[src/rtl/mc_pkg.sv]
// Shared types and encodings for the multicycle controller.
// Optional BNE support is enabled by defining MULTICYCLE_CTRL_BNE_EN.
package mc_pkg;

   typedef enum logic [3:0] {
      S_FETCH  = 4'd0,
      S_DECODE = 4'd1,
      S_MEMADR = 4'd2,
      S_MEMRD  = 4'd3,
      S_MEMWB  = 4'd4,
      S_MEMWR  = 4'd5,
      S_EXEC   = 4'd6,
      S_ALUWB  = 4'd7,
      S_BRANCH = 4'd8,
      S_ADDIEX = 4'd9,
      S_ADDIWB = 4'd10,
      S_JUMP   = 4'd11,
      S_ERROR  = 4'd12,
      S_BNE    = 4'd13
   } state_t;

   localparam logic [5:0] OP_RTYPE = 6'b000000;
   localparam logic [5:0] OP_LW    = 6'b100011;
   localparam logic [5:0] OP_SW    = 6'b101011;
   localparam logic [5:0] OP_BEQ   = 6'b000100;
   localparam logic [5:0] OP_ADDI  = 6'b001000;
   localparam logic [5:0] OP_J     = 6'b000010;
   localparam logic [5:0] OP_BNE   = 6'b000101;

   localparam logic [1:0] ALUOP_ADD   = 2'b00;
   localparam logic [1:0] ALUOP_SUB   = 2'b01;
   localparam logic [1:0] ALUOP_FUNCT = 2'b10;

   localparam logic [1:0] PCSRC_ALU    = 2'b00;
   localparam logic [1:0] PCSRC_ALUOUT = 2'b01;
   localparam logic [1:0] PCSRC_JUMP   = 2'b10;

   localparam logic [1:0] SRCB_REG   = 2'b00;
   localparam logic [1:0] SRCB_FOUR  = 2'b01;
   localparam logic [1:0] SRCB_IMM   = 2'b10;
   localparam logic [1:0] SRCB_IMMSH = 2'b11;

   typedef struct packed {
      logic       iord;
      logic       irwrite;
      logic       memread;
      logic       memwrite;
      logic       memtoreg;
      logic       branch;
      logic       branch_ne;
      logic       pcwrite;
      logic       regwrite;
      logic       regdst;
      logic       alusrca;
      logic [1:0] alusrcb;
      logic [1:0] aluop;
      logic [1:0] pcsrc;
   } ctrl_t;

   // FETCH's irwrite/pcwrite depend on mem_ready and are gated in the top.
   function automatic ctrl_t state_ctrl(input state_t s);
      ctrl_t c;
      c = '0;
      case (s)
         S_FETCH: begin
            c.memread = 1'b1;
            c.alusrcb = SRCB_FOUR;
         end
         S_DECODE: c.alusrcb = SRCB_IMMSH;
         S_MEMADR: begin
            c.alusrca = 1'b1;
            c.alusrcb = SRCB_IMM;
         end
         S_MEMRD: begin
            c.iord    = 1'b1;
            c.memread = 1'b1;
         end
         S_MEMWB: begin
            c.memtoreg = 1'b1;
            c.regwrite = 1'b1;
         end
         S_MEMWR: begin
            c.iord     = 1'b1;
            c.memwrite = 1'b1;
         end
         S_EXEC: begin
            c.alusrca = 1'b1;
            c.aluop   = ALUOP_FUNCT;
         end
         S_ALUWB: begin
            c.regdst   = 1'b1;
            c.regwrite = 1'b1;
         end
         S_BRANCH: begin
            c.alusrca = 1'b1;
            c.aluop   = ALUOP_SUB;
            c.pcsrc   = PCSRC_ALUOUT;
            c.branch  = 1'b1;
         end
         S_ADDIEX: begin
            c.alusrca = 1'b1;
            c.alusrcb = SRCB_IMM;
         end
         S_ADDIWB: c.regwrite = 1'b1;
         S_JUMP: begin
            c.pcsrc   = PCSRC_JUMP;
            c.pcwrite = 1'b1;
         end
`ifdef MULTICYCLE_CTRL_BNE_EN
         S_BNE: begin
            c.alusrca   = 1'b1;
            c.aluop     = ALUOP_SUB;
            c.pcsrc     = PCSRC_ALUOUT;
            c.branch    = 1'b1;
            c.branch_ne = 1'b1;
         end
`endif
         default: c = '0;
      endcase
      return c;
   endfunction

endpackage

[src/rtl/mc_wait_timer.sv]
// Counts memory-wait cycles and flags a timeout on the last allowed one.
// MAX=0 disables the timeout.
module mc_wait_timer #(
   parameter int unsigned MAX = 15
) (
   input  logic clk,
   input  logic rst_n,
   input  logic waiting,
   input  logic mem_ready,
   input  logic restart,
   output logic expire
);

   localparam int unsigned W = (MAX < 2) ? 1 : $clog2(MAX);
   localparam logic [W-1:0] LAST = W'((MAX == 0) ? 0 : MAX - 1);

   logic [W-1:0] cnt;

   always_ff @(posedge clk or negedge rst_n) begin
      if (!rst_n)
         cnt <= '0;
      else if (restart)
         cnt <= '0;
      else if (waiting && !mem_ready && cnt != LAST)
         cnt <= cnt + W'(1);
   end

   // Fires on the MAX-th stalled cycle; a ready in that cycle still wins.
   assign expire = (MAX != 0) && waiting && !mem_ready && (cnt == LAST);

endmodule

[src/rtl/multicycle_ctrl.sv]
// Multicycle CPU control FSM with memory-wait timeout and retire counter.
// Define MULTICYCLE_CTRL_BNE_EN to decode op 000101 into the BNE state.
module multicycle_ctrl
   import mc_pkg::*;
#(
   parameter int unsigned OP_W         = 6,
   parameter int unsigned MEM_WAIT_MAX = 15,
   parameter int unsigned CNT_W        = 32
) (
   input  logic             clk,
   input  logic             rst_n,
   input  logic [OP_W-1:0]  op,
   input  logic             mem_ready,
   output logic             iord,
   output logic             irwrite,
   output logic             memread,
   output logic             memwrite,
   output logic             memtoreg,
   output logic             branch,
   output logic             branch_ne,
   output logic             pcwrite,
   output logic             regwrite,
   output logic             regdst,
   output logic             alusrca,
   output logic [1:0]       alusrcb,
   output logic [1:0]       aluop,
   output logic [1:0]       pcsrc,
   output logic [3:0]       state_o,
   output logic             illegal_op,
   output logic             timeout,
   output logic [CNT_W-1:0] instret
);

   state_t state, nxt;
   ctrl_t  ctrl_q;
   logic   waiting, expire, illegal_nxt, retire;
   logic   is_rtype, is_lw, is_sw, is_beq, is_addi, is_j, is_bne;

   assign is_rtype = (op == OP_W'(OP_RTYPE));
   assign is_lw    = (op == OP_W'(OP_LW));
   assign is_sw    = (op == OP_W'(OP_SW));
   assign is_beq   = (op == OP_W'(OP_BEQ));
   assign is_addi  = (op == OP_W'(OP_ADDI));
   assign is_j     = (op == OP_W'(OP_J));
   assign is_bne   = (op == OP_W'(OP_BNE));

   assign waiting = (state == S_FETCH) || (state == S_MEMRD) || (state == S_MEMWR);

   always_comb begin
      nxt         = state;
      illegal_nxt = 1'b0;
      case (state)
         S_FETCH:
            if (mem_ready)   nxt = S_DECODE;
            else if (expire) nxt = S_ERROR;
         S_DECODE:
            if (is_rtype)            nxt = S_EXEC;
            else if (is_lw || is_sw) nxt = S_MEMADR;
            else if (is_beq)         nxt = S_BRANCH;
            else if (is_addi)        nxt = S_ADDIEX;
            else if (is_j)           nxt = S_JUMP;
`ifdef MULTICYCLE_CTRL_BNE_EN
            else if (is_bne)         nxt = S_BNE;
`endif
            else begin
               nxt         = S_ERROR;
               illegal_nxt = 1'b1;
            end
         S_MEMADR: nxt = is_lw ? S_MEMRD : S_MEMWR;
         S_MEMRD:
            if (mem_ready)   nxt = S_MEMWB;
            else if (expire) nxt = S_ERROR;
         S_MEMWR:
            if (mem_ready)   nxt = S_FETCH;
            else if (expire) nxt = S_ERROR;
         S_MEMWB:  nxt = S_FETCH;
         S_EXEC:   nxt = S_ALUWB;
         S_ALUWB:  nxt = S_FETCH;
         S_BRANCH: nxt = S_FETCH;
         S_ADDIEX: nxt = S_ADDIWB;
         S_ADDIWB: nxt = S_FETCH;
         S_JUMP:   nxt = S_FETCH;
`ifdef MULTICYCLE_CTRL_BNE_EN
         S_BNE:    nxt = S_FETCH;
`endif
         S_ERROR:  nxt = S_ERROR;
         default:  nxt = S_ERROR;
      endcase
   end

   assign retire = (nxt == S_FETCH) &&
                   (state inside {S_MEMWB, S_MEMWR, S_ALUWB, S_BRANCH, S_BNE, S_ADDIWB, S_JUMP});

   mc_wait_timer #(.MAX(MEM_WAIT_MAX)) u_wait (
      .clk       (clk),
      .rst_n     (rst_n),
      .waiting   (waiting),
      .mem_ready (mem_ready),
      .restart   (nxt != state),
      .expire    (expire)
   );

   // Controls are registered from the next state so they line up with state.
   always_ff @(posedge clk or negedge rst_n) begin
      if (!rst_n) begin
         state      <= S_FETCH;
         ctrl_q     <= state_ctrl(S_FETCH);
         instret    <= '0;
         illegal_op <= 1'b0;
         timeout    <= 1'b0;
      end else begin
         state  <= nxt;
         ctrl_q <= state_ctrl(nxt);
         if (retire)      instret    <= instret + CNT_W'(1);
         if (illegal_nxt) illegal_op <= 1'b1;
         if (expire)      timeout    <= 1'b1;
      end
   end

   assign iord      = ctrl_q.iord;
   assign irwrite   = ctrl_q.irwrite | ((state == S_FETCH) & mem_ready);
   assign memread   = ctrl_q.memread;
   assign memwrite  = ctrl_q.memwrite;
   assign memtoreg  = ctrl_q.memtoreg;
   assign branch    = ctrl_q.branch;
   assign branch_ne = ctrl_q.branch_ne;
   assign pcwrite   = ctrl_q.pcwrite | ((state == S_FETCH) & mem_ready);
   assign regwrite  = ctrl_q.regwrite;
   assign regdst    = ctrl_q.regdst;
   assign alusrca   = ctrl_q.alusrca;
   assign alusrcb   = ctrl_q.alusrcb;
   assign aluop     = ctrl_q.aluop;
   assign pcsrc     = ctrl_q.pcsrc;
   assign state_o   = state;

endmodule

[config.mk]
export PLATFORM = sky130hd
export DESIGN_NAME = multicycle_ctrl
export DESIGN_NICKNAME = d
export VERILOG_FILES = /design/src/rtl/mc_pkg.sv /design/src/rtl/mc_wait_timer.sv /design/src/rtl/multicycle_ctrl.sv
export SDC_FILE = /design/constraint.sdc
export NUM_CORES = 1
export LEC_CHECK = 0
export BUFFER_PORTS_ARGS = -buffer_cell sky130_fd_sc_hd__buf_2
export CORE_ASPECT_RATIO = 1.1
export CORE_UTILIZATION = 45
export CTS_CLUSTER_DIAMETER = 80
export DETAILED_ROUTE_END_ITERATION = 7
export PLACE_DENSITY = 0.75
export SETUP_SLACK_MARGIN = 0.4
export SYNTH_ARGS = -nofsm -noshare
export SYNTH_HDL_FRONTEND = slang
export SYNTH_HIERARCHICAL = 1
export SYNTH_SLANG_ARGS = --single-unit
[constraint.sdc]
create_clock -name clk -period 3.4 [get_ports clk]
set_clock_uncertainty 0.1 [all_clocks]
set_input_delay 0.17 -clock clk [delete_from_list [all_inputs] [get_ports clk]]
set_output_delay 0.17 -clock clk [all_outputs]
set_load 0.03 [all_outputs]
==> run_results.csv <==
group,metric,value,unit
routing,drt_pass1_iterations,4,
synthesis,syn_area_per_cell,10.37,µm²
routing,via_per_inst,5.503,
sta,finalSetupViolCount,0,
routing,drtAntennaViolNets,0,
synthesis,synth_area_leader_cell,"dfrtp_1",
routing,avgRoutedWirePerCell,15.18,µm
setup_path,r2r_slack,0.29,ns
sta,max-slew-margin-rel,47.11,%
synthesis,ys_seq_area_share,49.21,%
routing,drcViolationCount,0,
grt,grtUsageTotal,20.03,%
synthesis,synthTopCellsByArea,"dfrtp_1 (47%), xnor2_1 (8.3%), nand3_1 (3.5%)",
layout,nets,366,
synthesis,synth_seq_cells,56,
layout,final_common_cell,"buf_2",
sta,finalHoldViolations,0,
sta,finalCritPeriodShare,91.53,%
cts,root_buffer,"clkbuf_8",
synthesis,ys_warn_count,6,
hold_path,hp-start,"op[4]",
placed_design,dpl.hpwl,4237,µm
outcome,status,"finished, final reports clean",
synthesis,synth_cells,275,
layout,filler_cell_count,531,
synthesis,synth_cell_types,49,
setup_path,critical_path_buf_inv_count,1,
grt,grt_max_degree,36,
sta,setup_slack,0.2881,ns
power,vdd_ir_drop_max,0.3615,mV
setup_path,reg2reg_to,"instret[27]",
power,p_per_area,724.1,nW/µm²
layout,multiInputGateArea,1398,µm²
floorplan,initial_core_util,46.34,%
routing,drt-total-wl,6603,µm
hold_path,hold_depth,3,
sta,hold_slack,0.04387,ns
layout,fin_util,58.01,%
sta,fmax,321.4,MHz
layout,area_growth,25.18,%
floorplan,core_area,6156,µm²
cts,cts.htree.levels,2,
setup_path,cp_cell_sequence,"xor2_2 > or2_4 > a21oi_2 > nor2b_4 > nor2b_4 > nand2b_4 > or4_1 > o211ai_4 > nor4_4 > buf_4 > and4_1 > xor2_1",
grt,gr-total-overflow,0,
cts,clk_pin_slew,0.10,ns
setup_path,start_kind,"register",
setup_path,crit_required,3.50,ns
setup_path,arrival,3.21,ns
setup_path,critPathTopFamily,"simple AND/OR/NAND/NOR gates",
grt,antenna_found_initial,0,
setup_path,worstSetupEndpointType,"register",
synthesis,async_reset_ff_share,100.0,%
layout,drive_above_1_share,35.77,%
cts,cts_tree,"yes",
cts,clk_path_buf_depth,2,
setup_path,r2r_start,"state_o[1]",
sta,rsz0062_at_grt,"true",
setup_path,cpPeakStageDelay,0.54,ns
layout,diodes,0,
setup_path,setup.worst_path.class,"register to register",
cts,cts_inserted_buffers,5,
synthesis,syn-cell-area,2853,µm²
floorplan,die-width,77.92,µm
floorplan,fp.dieH,85.51,µm
synthesis,syn-num-nets,287,
synthesis,synth_top_area_share,47.37,%
sta,slew_violations,0,
flow_run,maxCapViolCount,0,
cts,clk-insertion-delay-late,0.32,ns
layout,seq_area,1408,µm²
floorplan,row_count,30,
placed_design,io_buffer_count,62,
grt,grt_pass1_vias,2221,
hold_path,holdPathEnd,"illegal_op",
routing,drtIter0Drc,106,
grt,grt_pass1_wl,10560,µm
sta,tightest_slew,0.7881,ns
cts,clkSinkCount,56,
placed_design,place_ws,0.03593,ns
routing,dr_total_vias,2394,
sta,fin_crit,3.112,ns
floorplan,io-pin-count,64,
setup_path,crit_top_cell,"nor2b_4",
synthesis,synth_edf_count,0,
setup_path,ff2ff_path_depth,12,
hold_path,hold_class,"primary input to register",
setup_path,critPathMaxFanout,8,
synthesis,synth-main-ff-cell,"dfrtp_1",
layout,layout_common_cells,"buf_2 (62), dfrtp_1 (51), xnor2_1 (27)",
power,power,2.586,mW
floorplan,dieArea,6662,µm²
setup_path,cp_slowest_cell,"or4_1",
sta,setup-tns-final,0,ns
placed_design,place.gp.congestion,0.8891,
power,p_leak,1.781,nW
metal layers:
layer	wire length, µm	share of wire (%)	GRT usage [%]	vias up
met5	0	0	0	-
met1	2869	43	27.60	1182
met4	129	2.0	7.912	0
met2	3291	50	31.38	80
met3	313	4.7	3.830	13
li1	-	-	-	1119
report_power, final:
group          internal (mW)  total (mW)  switching, mW
Combinational          0.489        1.26          0.766
Clock                  0.222       0.444          0.222
Sequential             0.784       0.886          0.102
Total                   1.50        2.59           1.09
metrics by stage:
step	area (µm²)	instances
floorplan	2882	275
global placement	3189	401
detailed placement	3189	401
CTS	3437	422
global route	3571	435
finish	3571	435
logic make-up (layout without fill, tap and decap cells):
| kind of cell | count (synthesis) | count (layout) | synth area share (%) |
|---|---|---|---|
| AND/OR/NAND/NOR | 123 | 125 | 25.35 |
| flip-flops | 56 | 56 | 49.21 |
| XOR/XNOR | 33 | 33 | 10.13 |
| AO/OA/AOI/OAI | 31 | 31 | 7.675 |
| buffers and inverters | 25 | 103 | 5.088 |
| adder cells (fa/ha/maj) | 3 | 3 | 1.316 |
| multiplexers | 3 | 3 | 1.096 |
| other | 1 | 1 | 0.1315 |
synth_stat cells, types with 5 or more instances:
| library cell | number |
|---|---|
| xor2_1 | 6 |
| and2_1 | 7 |
| and4_1 | 8 |
| buf_4 | 11 |
| nand2_1 | 16 |
| nor2_1 | 17 |
| dfrtp_1 | 54 |
| o21ai_1 | 6 |
| nand4_1 | 9 |
| a21oi_1 | 7 |
| clkbuf_1 | 6 |
| nor3_1 | 5 |
| nand3_1 | 20 |
| nor2b_1 | 7 |
| and3_1 | 13 |
| nand2b_1 | 5 |
| xnor2_1 | 27 |
final cells by class:
class / count / share of cell area, %
inverters: 5 / 0.5256
clock buffers: 5 / 1.927
flip-flops and latches: 56 / 39.42
repair buffers: 90 / 14.86
well taps: 80 / 2.803
multi-input cells: 196 / 39.14
clock inverters: 3 / 1.331
worst register-to-register path, cell delays in order (launching register included):
cell and delay [ns]:
dfrtp_2 0.46, xor2_2 0.21, or2_4 0.27, a21oi_2 0.17, nor2b_4 0.18, nor2b_4 0.23, nand2b_4 0.09, or4_1 0.54
o211ai_4 0.17, nor4_4 0.09, buf_4 0.19, and4_1 0.16, xor2_1 0.14
state kept, by name, summed over array words and instances, names as in the netlist:
| name | flops |
|---|---|
| alusrca | 1 |
| aluop | 2 |
| instret | 32 |
| ctrl_q | 1 |
| state_o | 4 |
| timeout | 1 |
| alusrcb | 2 |
| iord | 1 |
| memread | 1 |
| regdst | 1 |
| memwrite | 1 |
| memtoreg | 1 |
| illegal_op | 1 |
| u_wait/cnt | 4 |
| regwrite | 1 |
| pcsrc | 2 |
how the worst max path moves through the flow:
stage | from | endpoint | slack (ns) | cells after the start
finish | state_o[1] | instret[27] | 0.29 | 12
CTS | state_o[0] | u_wait/cnt[0] | 0.40 | 15
detailed placement | state_o[0] | instret[27] | 0.04 | 10
global placement | state_o[0] | instret[27] | 0.12 | 10
floorplan | state_o[2] | instret[4] | 0.42 | 12
global route | state_o[1] | u_wait/cnt[1] | 0.19 | 14
repair_timing:
action	4_1_cts	5_1_grt
endpoints found under the hold margin	31	0
pin swaps	5	18
gates cloned	1	1
hold buffers	1	0
setup endpoints to repair	37	29
setup buffers	11	12
gates resized for setup	7	8
Note: power is estimated with default switching activity, not from simulation.
